--- config.mk ---
export PLATFORM = sky130hd
export DESIGN_NAME = mu0_core
export DESIGN_NICKNAME = d
export VERILOG_FILES = /design/src/rtl/mu0_core.sv
export SDC_FILE = /design/constraint.sdc
export NUM_CORES = 1
export LEC_CHECK = 0
export BUFFER_PORTS_ARGS = -buffer_cell sky130_fd_sc_hd__clkbuf_2
export CAP_MARGIN = 20
export CORE_ASPECT_RATIO = 0.6
export CORE_MARGIN = 2
export CORE_UTILIZATION = 40
export CTS_CLUSTER_DIAMETER = 30
export DETAILED_ROUTE_END_ITERATION = 10
export GPL_ROUTABILITY_DRIVEN = 0
export PLACE_DENSITY_LB_ADDON = 0.3
export SETUP_SLACK_MARGIN = 0.4
export SYNTH_ARGS = -nofsm -noshare
export SYNTH_HDL_FRONTEND = slang
export SYNTH_SLANG_ARGS = --single-unit
--- constraint.sdc ---
create_clock -name clk -period 4.4 [get_ports clk]
set_clock_uncertainty 0.15 [all_clocks]
set_input_delay 0.22 -clock clk [delete_from_list [all_inputs] [get_ports clk]]
set_output_delay 0.22 -clock clk [all_outputs]
set_load 0.01 [all_outputs]
--- src/rtl/mu0_core.sv ---
// Multicycle MU0 core: FETCH/EXECUTE control plus ACC/PC/IR datapath, bus master for a 16-bit memory.
// Optional build macro MU0_TRAP_EN: opcodes 8-F trap to HALT and raise illegal_op instead of executing as NOP.
module mu0_core #(
   parameter logic [11:0] RESET_PC = 12'h000
) (
   input  logic        clk,
   input  logic        rst_n,
   input  logic        run,
   input  logic [15:0] mem_rdata,
   output logic        memRq,
   output logic        readNotWrite,
   output logic [15:0] addr,
   output logic [15:0] mem_wdata,
   output logic [15:0] acc,
   output logic [11:0] pc,
   output logic        halted
`ifdef MU0_TRAP_EN
   ,
   output logic        illegal_op
`endif
);

   localparam int unsigned DW  = 16;
   localparam int unsigned AW  = 12;
   localparam int unsigned OPW = 4;

   localparam logic [OPW-1:0] OP_LDA = 4'h0;
   localparam logic [OPW-1:0] OP_STA = 4'h1;
   localparam logic [OPW-1:0] OP_ADD = 4'h2;
   localparam logic [OPW-1:0] OP_SUB = 4'h3;
   localparam logic [OPW-1:0] OP_JMP = 4'h4;
   localparam logic [OPW-1:0] OP_JGE = 4'h5;
   localparam logic [OPW-1:0] OP_JNE = 4'h6;
   localparam logic [OPW-1:0] OP_STP = 4'h7;

   typedef enum logic [1:0] {
      FETCH   = 2'd0,
      EXECUTE = 2'd1,
      HALT    = 2'd2
   } state_t;

   state_t         state;
   state_t         state_nxt;
   logic [DW-1:0]  ir;
   logic [OPW-1:0] op;
   logic [AW-1:0]  s;
   logic           op_illegal;

   assign op         = ir[15:12];
   assign s          = ir[11:0];
   assign op_illegal = op[3];
   assign mem_wdata  = acc;

   // State register
   always_ff @(posedge clk or negedge rst_n) begin
      if (!rst_n) state <= FETCH;
      else        state <= state_nxt;
   end

   // Next-state logic; an instruction once fetched always completes regardless of run
   always_comb begin
      state_nxt = state;
      case (state)
         FETCH:   if (run) state_nxt = EXECUTE;
         EXECUTE: begin
            if (op == OP_STP) state_nxt = HALT;
`ifdef MU0_TRAP_EN
            else if (op_illegal) state_nxt = HALT;
`endif
            else state_nxt = FETCH;
         end
         HALT:    state_nxt = HALT;
         default: state_nxt = FETCH;
      endcase
   end

   // Bus decode; gated by rst_n so the request drops the instant reset asserts
   always_comb begin
      memRq        = 1'b0;
      readNotWrite = 1'b1;
      addr         = '0;
      if (rst_n) begin
         case (state)
            FETCH: begin
               if (run) begin
                  memRq = 1'b1;
                  addr  = DW'(pc);
               end
            end
            EXECUTE: begin
               case (op)
                  OP_LDA, OP_ADD, OP_SUB: begin
                     memRq = 1'b1;
                     addr  = DW'(s);
                  end
                  OP_STA: begin
                     memRq        = 1'b1;
                     readNotWrite = 1'b0;
                     addr         = DW'(s);
                  end
                  default: ;
               endcase
            end
            default: ;
         endcase
      end
   end

   // Datapath registers; a taken jump in EXECUTE overrides the FETCH increment
   always_ff @(posedge clk or negedge rst_n) begin
      if (!rst_n) begin
         pc     <= RESET_PC;
         acc    <= '0;
         ir     <= '0;
         halted <= 1'b0;
`ifdef MU0_TRAP_EN
         illegal_op <= 1'b0;
`endif
      end else begin
         case (state)
            FETCH: begin
               if (run) begin
                  ir <= mem_rdata;
                  pc <= pc + AW'(1);
               end
            end
            EXECUTE: begin
               case (op)
                  OP_LDA: acc <= mem_rdata;
                  OP_ADD: acc <= acc + mem_rdata;
                  OP_SUB: acc <= acc - mem_rdata;
                  OP_JMP: pc  <= s;
                  OP_JGE: if (!acc[DW-1]) pc <= s;
                  OP_JNE: if (acc != '0) pc <= s;
                  OP_STP: halted <= 1'b1;
                  default: begin
`ifdef MU0_TRAP_EN
                     if (op_illegal) begin
                        illegal_op <= 1'b1;
                        halted     <= 1'b1;
                     end
`endif
                  end
               endcase
            end
            default: ;
         endcase
      end
   end

endmodule

==> flow_metrics.tcl, run 1 <==
set metrics [dict create \
    diodes 0 \
    clockBufferDepth 2 \
    die_x_um 126 \
    nets 515 \
    avgSynthCellArea_um2 8.42 \
    num_rows 26 \
    routed_wl_um 10200 \
    setup_viol 0 \
    pre_cts_ws_ns 0.781 \
    grt_pass1_wl_um 16300 \
    final_cells 591 \
    area_growth_pct 15.4 \
    status "finished clean" \
    report.final.slew_viol_count 0 \
    grt.overflow.total 0 \
    synth_edf_count 0 \
    post-cts-setup-buffer-count 0 \
    critPathRequiredTime_ns 4.46 \
    grt_max_degree 51 \
    wl_per_cell_um 17.3 \
    dieArea_um2 9650 \
    worstMarginPinSlew_ns 0.845 \
    synthAdderAreaFrac 0.0657 \
    worstSkewPairLatency_ns 0.30 \
    maxClockFrequency_ghz 0.281 \
    mappedNetlistArea_um2 3540 \
    synth_seq_cells 47 \
    hold_viol_final 0 \
    synth_most_common_cell "dfrtp_1" \
    io_buffer_count 77 \
    slew_headroom 0.437 \
    post-place-cells 582 \
    gr-usage-all-layers 0.212 \
    leakage_nw 1.88 \
    tns_ns 0 \
    place_area_um2 3920 \
    fin_hold_ws_ns 0.0929 \
    ys_dominant_reg_cell "dfrtp_1" \
    htree_levels 2 \
    hold_path_class "primary input to flip-flop" \
    final_util 0.478 \
    vias_per_cell 5.77 \
    synth_area_leaders "dfrtp_1 (33%), a21oi_1 (6.4%), ha_1 (6.0%)" \
    synth.distinct_cells 50 \
    ir_worst_vdd_mv 0.267 \
    setup_slack_ns 0.844 \
    antenna_found_initial 0 \
    ys_seq_area_frac 0.332 \
    clkSlewWorstSetupHoldPaths_ns 0.07 \
    synthCells 421 \
    dr.pass1.iters 5 \
    start_util 0.414 \
    end_kind "flip-flop" \
    synth.top_cell.area_share 0.332 \
    muxShareOfSynthArea 0.0667 \
    synth-compound-area-share 0.221 \
    synthXorXnorAreaFrac 0.0593 \
    numClockSinks 47 \
    yosys.area_share.simple 0.187 \
    ios 82 \
    drt_iter0_drc 271 \
    cp-start-kind "flip-flop" \
    critical_path_class "flip-flop to flip-flop" \
    drc 0 \
    finalPower_mw 3.01 \
    cts_buffers 5 \
    synth_top_family_by_area "compound AO/OA/AOI/OAI gates" \
    grt_pass1_vias 3026 \
    root_buffer "clkbuf_16" \
    dieHeight_um 76.9 \
    max_cap_viol_count 0 \
    dr_total_vias 3413 \
    yosys_warnings 0 \
    design_area_um2 4090 \
    yosys.area.top_type "dfrtp_1" \
    critPathMaxFanout 12 \
    drive_above_1_share 0.244 \
    cts_tree "done" \
    fin_crit_sh 0.808 \
    fin_crit_ns 3.56 \
    critPathArrivalTime_ns 3.62 \
    netlist_top_cells_count "dfrtp_1 (47), a21oi_1 (45), nand2_1 (45), nor2_1 (43), o21ai_0 (26)" \
    antenna_left 0 \
    rsz0062_at_grt "false" \
    core-area_um2 8560 \
    hpwl_um 7640 \
    synthArstFlopShare 1.00 \
    p_per_area_nw_per_um2 737 \
]
## worst paths after layout
kind                          startpoint  endpoint  slack (ns)  cells past startpoint
max in group asynchronous          rst_n    acc[9]        3.23                      3
setup / recovery                  ir[14]   acc[14]        0.84                     12
setup reg to reg                  ir[14]   acc[14]        0.84                     12
hold / removal             mem_rdata[10]    ir[10]        0.09                      2
min in group asynchronous          rst_n   acc[12]        0.43                      3
hold reg to reg                   halted    halted        0.35                      1
## worst max-delay path: stages (launching register included)
cell and delay (ns):
dfrtp_1 0.42, nor2_1 0.21, nand3_1 0.38, o31ai_1 0.21, xor2_1 0.14, ha_1 0.39
o21ai_0 0.14, o21ai_0 0.30, nand4_1 0.20, o21ai_0 0.42, a31oi_1 0.16, xor2_1 0.16
a211oi_1 0.19
## kinds of logic after synthesis
family	Yosys count
and+or+nand+nor	140
AOI/OAI and AO/OA	126
DFF	47
buffers and inverters	44
xor gates and xnor gates	24
muxes	21
adders and majority gates	18
other	1
## layer usage
layer,vias up,part of all wire,track usage
met5,-,0,0
met4,0,0.011,0.0567
met3,12,0.082,0.0454
met2,158,0.38,0.277
met1,1632,0.53,0.341
li1,1611,-,-
## cell usage in the layout, fill, tap and decap left out, types with 5 or more instances in the layout
cell	count
clkbuf_2	77
dfrtp_1	47
nand2_1	45
a21oi_1	44
nor2_1	43
o21ai_0	26
nand3_1	17
mux2_2	17
ha_1	17
xor2_1	16
a22oi_1	12
inv_1	8
xnor2_1	8
a21o_1	7
o31ai_1	6
a31oi_1	5
nor4_1	5
o22ai_1	5
clkbuf_16	5
buf_4	5
## report_power, final
group          leakage, nW  internal [mW]  switching, mW
registers            0.541          0.621          0.274
clock network       0.0731          0.228          0.180
logic                 1.26          0.721          0.987
total                 1.88           1.57           1.44
## state kept, by name, indices dropped and copies added (netlist names)
signal  cells
halted      1
acc        16
pc         12
state       2
ir         16
## area by class of cell
class,instances,area [um^2]
well taps,112,140
inverters,8,30.0
flip-flops and latches,47,1180
repair buffers,83,433
multi-input cells,333,2150
clock buffers,6,139
clock inverters,2,16.3
fillers,818,4470
## timing repair
| item | CTS | global route |
|---|---|---|
| gates resized for setup | 0 | 1 |
| endpoints found under the hold margin | 47 | 0 |
| hold buffers | 1 | 0 |
| setup endpoints to repair | 0 | 1 |
Note: power is estimated with default switching activity, not from simulation.
==> inputs of run 2 (changes only) <==
--- a/config.mk
+++ b/config.mk
@@ -5,6 +5,7 @@
 export SDC_FILE = /design/constraint.sdc
 export NUM_CORES = 1
 export LEC_CHECK = 0
+export ABC_AREA = 1
 export BUFFER_PORTS_ARGS = -buffer_cell sky130_fd_sc_hd__clkbuf_2
 export CAP_MARGIN = 20
 export CORE_ASPECT_RATIO = 0.6
==> constraint.sdc (replaced) <==
create_clock -name clk -period 2.9 [get_ports clk]
set_clock_uncertainty 0.15 [all_clocks]
set_input_delay 0.145 -clock clk [delete_from_list [all_inputs] [get_ports clk]]
set_output_delay 0.145 -clock clk [all_outputs]
set_load 0.01 [all_outputs]
==> run 2 against run 1 <==
  * Register-to-register slack lost 0.50 ns
  * Sequential power grew 43%
  * Cell count grew 37%
  * Non-clock buffer count grew 24
  * Maximum frequency grew 39%
  * Via count grew 26%
  * Wire length grew 25%
  * Synthesized cell count grew 41%
  * Combinational power grew 80%
==> flow_metrics.tcl, run 2 <==
set metrics [dict create \
    reg2reg_depth 16 \
    reg2reg_from "ir[13]" \
    cts_tree "done" \
    fin_crit_sh 0.880 \
    wl_per_cell_um 15.8 \
    nFillCells 899 \
    start_util 0.419 \
    critPathMaxFanout 5 \
    dieHeight_um 80.7 \
    antenna_left 0 \
    clockBufferDepth 2 \
    io_buffer_count 77 \
    area_growth_pct 29.5 \
    critPathRequiredTime_ns 2.95 \
    tns_ns 0 \
    setup_viol 0 \
    cts_buffers 5 \
    numClockSinks 47 \
    synth.distinct_cells 37 \
    root_buffer "clkbuf_16" \
    synthCells 595 \
    slew_headroom 0.424 \
    grt_max_degree 46 \
    diodes 0 \
    dr_total_vias 4289 \
    hpwl_um 8960 \
    vias_per_cell 5.30 \
    finalPower_mw 5.14 \
    worstSkewPairLatency_ns 0.30 \
    num_rows 27 \
    htree_levels 2 \
    yosys.area.top_type "dfrtp_1" \
    cp_common_cell "nand2_1" \
    critPathArrivalTime_ns 2.60 \
    clkSlewWorstSetupHoldPaths_ns 0.07 \
    ir_worst_vdd_mv 0.440 \
    netlist_top_cells_count "nand2_1 (168), inv_1 (74), nor2_1 (57), dfrtp_1 (47), a21oi_1 (45)" \
    startpoint "ir[13]" \
    grt_pass1_wl_um 19200 \
    synth_seq_cells 47 \
    crit_slowest_cell "dfrtp_2" \
    reg2reg_slack_ns 0.35 \
    synth_most_common_cell "nand2_1" \
    seq_area_um2 1180 \
    worstHoldPathCells 3 \
    ios 82 \
    yosys_warnings 0 \
    status "finished clean" \
    r2r_end "acc[14]" \
    ys_seq_area_frac 0.300 \
    critical_path_class "flip-flop to flip-flop" \
    leakage_nw 2.67 \
    report.final.slew_viol_count 0 \
    cpPeakStageDelay_ns 0.41 \
    hold_viol_final 0 \
    mappedNetlistArea_um2 3920 \
    dieArea_um2 10600 \
    die_x_um 132 \
    cp_cell_sequence "nand2_1 > inv_2 > nand2_4 > o21ai_4 > xor2_1 > ha_1 > buf_4 > nand2_1 > inv_1 > and3_1 > nand2_1 > nand2_1 > nand2_1 > nand3_1 > nand2_1 > nand2_1" \
    top_regs "acc (16), ir (16), pc (12)" \
    routed_wl_um 12800 \
    cp-start-kind "flip-flop" \
    core-area_um2 9360 \
    ys_dominant_reg_cell "dfrtp_1" \
    fin_crit_ns 2.55 \
    drt_iter0_drc 348 \
    cp-endpoint "acc[14]" \
    gr-usage-all-layers 0.232 \
    synthArstFlopShare 1.00 \
    crit_buf_inv 3 \
    multi_input_area_um2 2620 \
    synth_edf_count 0 \
    synth_area_leaders "dfrtp_1 (30%), nand2_1 (16%), inv_1 (7.1%)" \
    hold_path_class "primary input to flip-flop" \
    grt_pass1_vias 3775 \
    drive_above_1_share 0.297 \
    avgSynthCellArea_um2 6.58 \
    end_kind "flip-flop" \
    mostFrequentLayoutCell "nand2_1" \
    final_cell_mix "nand2_1 (147), clkbuf_2 (77), inv_1 (71)" \
    p_per_area_nw_per_um2 1010 \
    grt.overflow.total 0 \
    final_util 0.542 \
    path_delay_family "simple AND/OR/NAND/NOR gates" \
    nets 716 \
    worstMarginPinSlew_ns 0.864 \
    max_cap_viol_count 0 \
    maxClockFrequency_ghz 0.392 \
    drc 0 \
    synth.top_cell.area_share 0.300 \
    rsz0062_at_grt "true" \
    cp.depth 16 \
    dr.pass1.iters 5 \
    antenna_found_initial 0 \
]
run 2: cell count changes after synthesis, sizes merged, moves of 9 or more:
cell / before / now
clkbuf: 14 / 5
a22oi: 12 / 0
mux2: 18 / 0
o21ai: 27 / 43
nor2: 43 / 62
inv: 8 / 78
nand3: 17 / 43
nand2: 46 / 174
run 2: kinds of logic after synthesis:
family / synth area share
DFF: 0.300
adders and majority gates: 0.0594
AOI/OAI and AO/OA: 0.139
and+or+nand+nor: 0.325
buffers and inverters: 0.131
other: 0.000957
xor gates and xnor gates: 0.0447
run 2: metrics by stage:
| stage | cell area (um^2) | instances | worst slack (ns) | hold slack [ns] |
|---|---|---|---|---|
| floorplan | 3930 | 598 | 0.509 | -0.301 |
| global placement | 4280 | 774 | 0.101 | 0.0358 |
| detailed placement | 4280 | 774 | 0.0514 | 0.0371 |
| finish | 5070 | 810 | 0.348 | 0.0294 |
| CTS | 4710 | 795 | 0.391 | 0.0141 |
| global route | 5070 | 810 | 0.227 | 0.0303 |
run 2: layout make-up:
type	instances	area share
inverter	78	0.0587
tap	130	0.0321
clock buffer	5	0.0247
clock inverter	3	0.0133
sequential	47	0.232
multi-input combinational	440	0.517
timing repair buffer	107	0.123
run 2: report_power, final:
part	internal (mW)	total, mW	leakage [nW]	switching, mW
registers	0.898	1.28	0.582	0.378
clock network	0.495	0.788	0.0900	0.293
logic	1.28	3.08	2.00	1.80
run 2: metal layers:
layer | global-route usage | vias to the layer above | share of wire
met5 | 0 | - | 0
met4 | 0.0576 | 0 | 0.013
met3 | 0.0562 | 16 | 0.078
met2 | 0.348 | 179 | 0.43
met1 | 0.335 | 2039 | 0.48
li1 | - | 2055 | -
run 2: worst min path at each step:
stage                  start     end  slack, ns
5_1_grt         mem_rdata[6]   ir[6]       0.03
4_1_cts        mem_rdata[15]  ir[15]       0.01
3_5_place_dp           rst_n  acc[2]       0.04
6_report       mem_rdata[15]  ir[15]       0.03
2_1_floorplan          rst_n  acc[0]      -0.30
3_3_place_gp           rst_n  acc[1]       0.04
run 2: worst register-to-register path, delay by kind of cell, from the launching register on:
kind	cells	cell delay, ns
buffers and inverters	3	0.34
AOI/OAI and AO/OA	1	0.08
and+or+nand+nor	10	0.93
DFF	1	0.41
adders and majority gates	1	0.37
xor gates and xnor gates	1	0.17
run 2: what timing repair did:
item / 4_1_cts / 5_1_grt
endpoints found under the hold margin: 20 / 0
hold buffers: 2 / 0
resized for setup: 30 / 64
endpoints found under the setup margin: 11 / 11
pin swaps: 12 / 42
cloned: 1 / 0
buffers inserted: 10 / 15
==> inputs of run 3 (changes only) <==
--- a/config.mk
+++ b/config.mk
@@ -15,7 +15,6 @@
 export DETAILED_ROUTE_END_ITERATION = 10
 export GPL_ROUTABILITY_DRIVEN = 0
 export PLACE_DENSITY_LB_ADDON = 0.3
-export SETUP_SLACK_MARGIN = 0.4
 export SYNTH_ARGS = -nofsm -noshare
 export SYNTH_HDL_FRONTEND = slang
 export SYNTH_SLANG_ARGS = --single-unit
==> run 3 against run 2 <==
  * First-iteration DRC count down 4.6%
  * Total power down 14%
  * Register-to-register slack worse by 0.19 ns
  * Clock power about the same
  * Critical path depth down 1
  * Global-route usage down 0.76 points
  * Non-clock buffer count down 23
  * Critical path type unchanged
  * Largest power group unchanged
==> flow_metrics.tcl, run 3 (same netlist as run 2, synthesis figures left out) <==
set metrics [dict create \
    status "finished clean" \
    worstSkewPairLatency_ns 0.31 \
    reg2reg_from "ir[13]" \
    critical_path_class "flip-flop to flip-flop" \
    cts_tree "done" \
    top_regs "acc (16), ir (16), pc (12)" \
    path_delay_family "simple AND/OR/NAND/NOR gates" \
    root_buffer "clkbuf_16" \
    report.final.slew_viol_count 0 \
    drc 0 \
    leakage_nw 2.48 \
    end_kind "flip-flop" \
    drt_iter0_drc 332 \
    fin_crit_sh 0.947 \
    min_from "mem_rdata[15]" \
    routed_wl_um 11800 \
    critPathRequiredTime_ns 2.95 \
    core-area_um2 9360 \
    crit_buf_inv 2 \
    final_cell_mix "nand2_1 (168), clkbuf_2 (77), inv_1 (74)" \
    ir_worst_vdd_mv 0.429 \
    clkSlewWorstSetupHoldPaths_ns 0.07 \
    hold_path_class "primary input to flip-flop" \
    tns_ns 0 \
    cp_cell_sequence "nand2_1 > inv_1 > nand2_4 > inv_2 > nor2_1 > xor2_1 > ha_1 > a21oi_1 > o21ai_0 > a21oi_1 > nand2_1 > nand2_1 > nand3_1 > nand2_1 > nand2_1" \
    cp.depth 15 \
    ios 82 \
    finalPower_mw 4.43 \
    grt_pass1_wl_um 18600 \
    critPathMaxFanout 10 \
    startpoint "ir[13]" \
    post-place-cells 774 \
    antenna_left 0 \
    cts_buffers 5 \
    reg2reg_depth 15 \
    r2r_end "acc[14]" \
    p_per_area_nw_per_um2 970 \
    drive_above_1_share 0.181 \
    worstMarginPinSlew_ns 0.864 \
    critPathArrivalTime_ns 2.79 \
    hold_viol_final 0 \
    grt.overflow.total 0 \
    diodes 0 \
    maxClockFrequency_ghz 0.364 \
    cp-endpoint "acc[14]" \
    num_rows 27 \
    design_area_um2 4560 \
    antenna_found_initial 0 \
    hpwl_um 8960 \
    slew_headroom 0.424 \
    reg2reg_slack_ns 0.15 \
    max_cap_viol_count 0 \
    place_area_um2 4280 \
    io_buffer_count 77 \
    wl_per_cell_um 15.0 \
    fin_hold_ws_ns 0.0153 \
    area_growth_pct 16.5 \
    vias_per_cell 5.15 \
    htree_levels 2 \
    numClockSinks 47 \
    grt_max_degree 46 \
    dr.pass1.iters 6 \
    cpPeakStageDelay_ns 0.45 \
    cp-start-kind "flip-flop" \
    nets 692 \
    dr_total_vias 4045 \
    grt_pass1_vias 3682 \
    start_util 0.419 \
    dieHeight_um 80.7 \
    gr-usage-all-layers 0.225 \
    setup_viol 0 \
    clockBufferDepth 2 \
    dieArea_um2 10600 \
    rsz0062_at_grt "true" \
    fin_crit_ns 2.75 \
    crit_slowest_cell "dfrtp_2" \
    die_x_um 132 \
    final_cells 786 \
    cp_common_cell "nand2_1" \
    mostFrequentLayoutCell "nand2_1" \
]
run 3: metrics by stage:
| stage | util | setup slack, ns |
|---|---|---|
| final | 0.488 | 0.154 |
| after global routing | 0.488 | -0.0285 |
| after CTS | 0.480 | 0.0344 |
| after detailed placement | 0.457 | 0.0514 |
| after global placement | 0.457 | 0.101 |
| after floorplan | - | 0.509 |
run 3: worst min path at each step:
stage | to | slack (ns) | depth (start not counted)
floorplan | acc[0] | -0.30 | 0
global placement | acc[1] | 0.04 | 1
detailed placement | acc[2] | 0.04 | 1
CTS | ir[15] | 0.01 | 3
global route | ir[6] | 0.03 | 3
finish | ir[15] | 0.02 | 3
run 3: layout make-up:
class | instances | area, um^2
clock buffer | 5 | 125
clock inverter | 3 | 67.6
fill | 954 | 4790
inverter | 78 | 293
multi-input combinational | 439 | 2290
sequential | 47 | 1180
tap | 130 | 163
timing repair buffer | 84 | 443
run 3: what timing repair did:
| action | CTS | global route |
|---|---|---|
| buffers inserted | 0 | 2 |
| gates resized for setup | 0 | 10 |
| endpoints found under the hold margin | 20 | 0 |
| hold buffers | 2 | 0 |
| endpoints found under the setup margin | 0 | 7 |
run 3: routing by layer:
| layer | vias up | track usage | share of wire |
|---|---|---|---|
| met5 | - | 0 | 0 |
| met4 | 0 | 0.0533 | 0.0089 |
| li1 | 1995 | - | - |
| met1 | 1898 | 0.324 | 0.50 |
| met3 | 8 | 0.0625 | 0.081 |
| met2 | 144 | 0.330 | 0.41 |
run 3: power breakdown:
| part | switching (mW) | total (mW) | internal, mW |
|---|---|---|---|
| sequential | 0.359 | 1.26 | 0.898 |
| clock | 0.291 | 0.786 | 0.495 |
| combinational | 1.48 | 2.38 | 0.902 |
run 3: worst min-delay path, delay by kind of cell:
family,cells,cell delay [ns]
compound gates,1,0.08
buf+inv,2,0.20
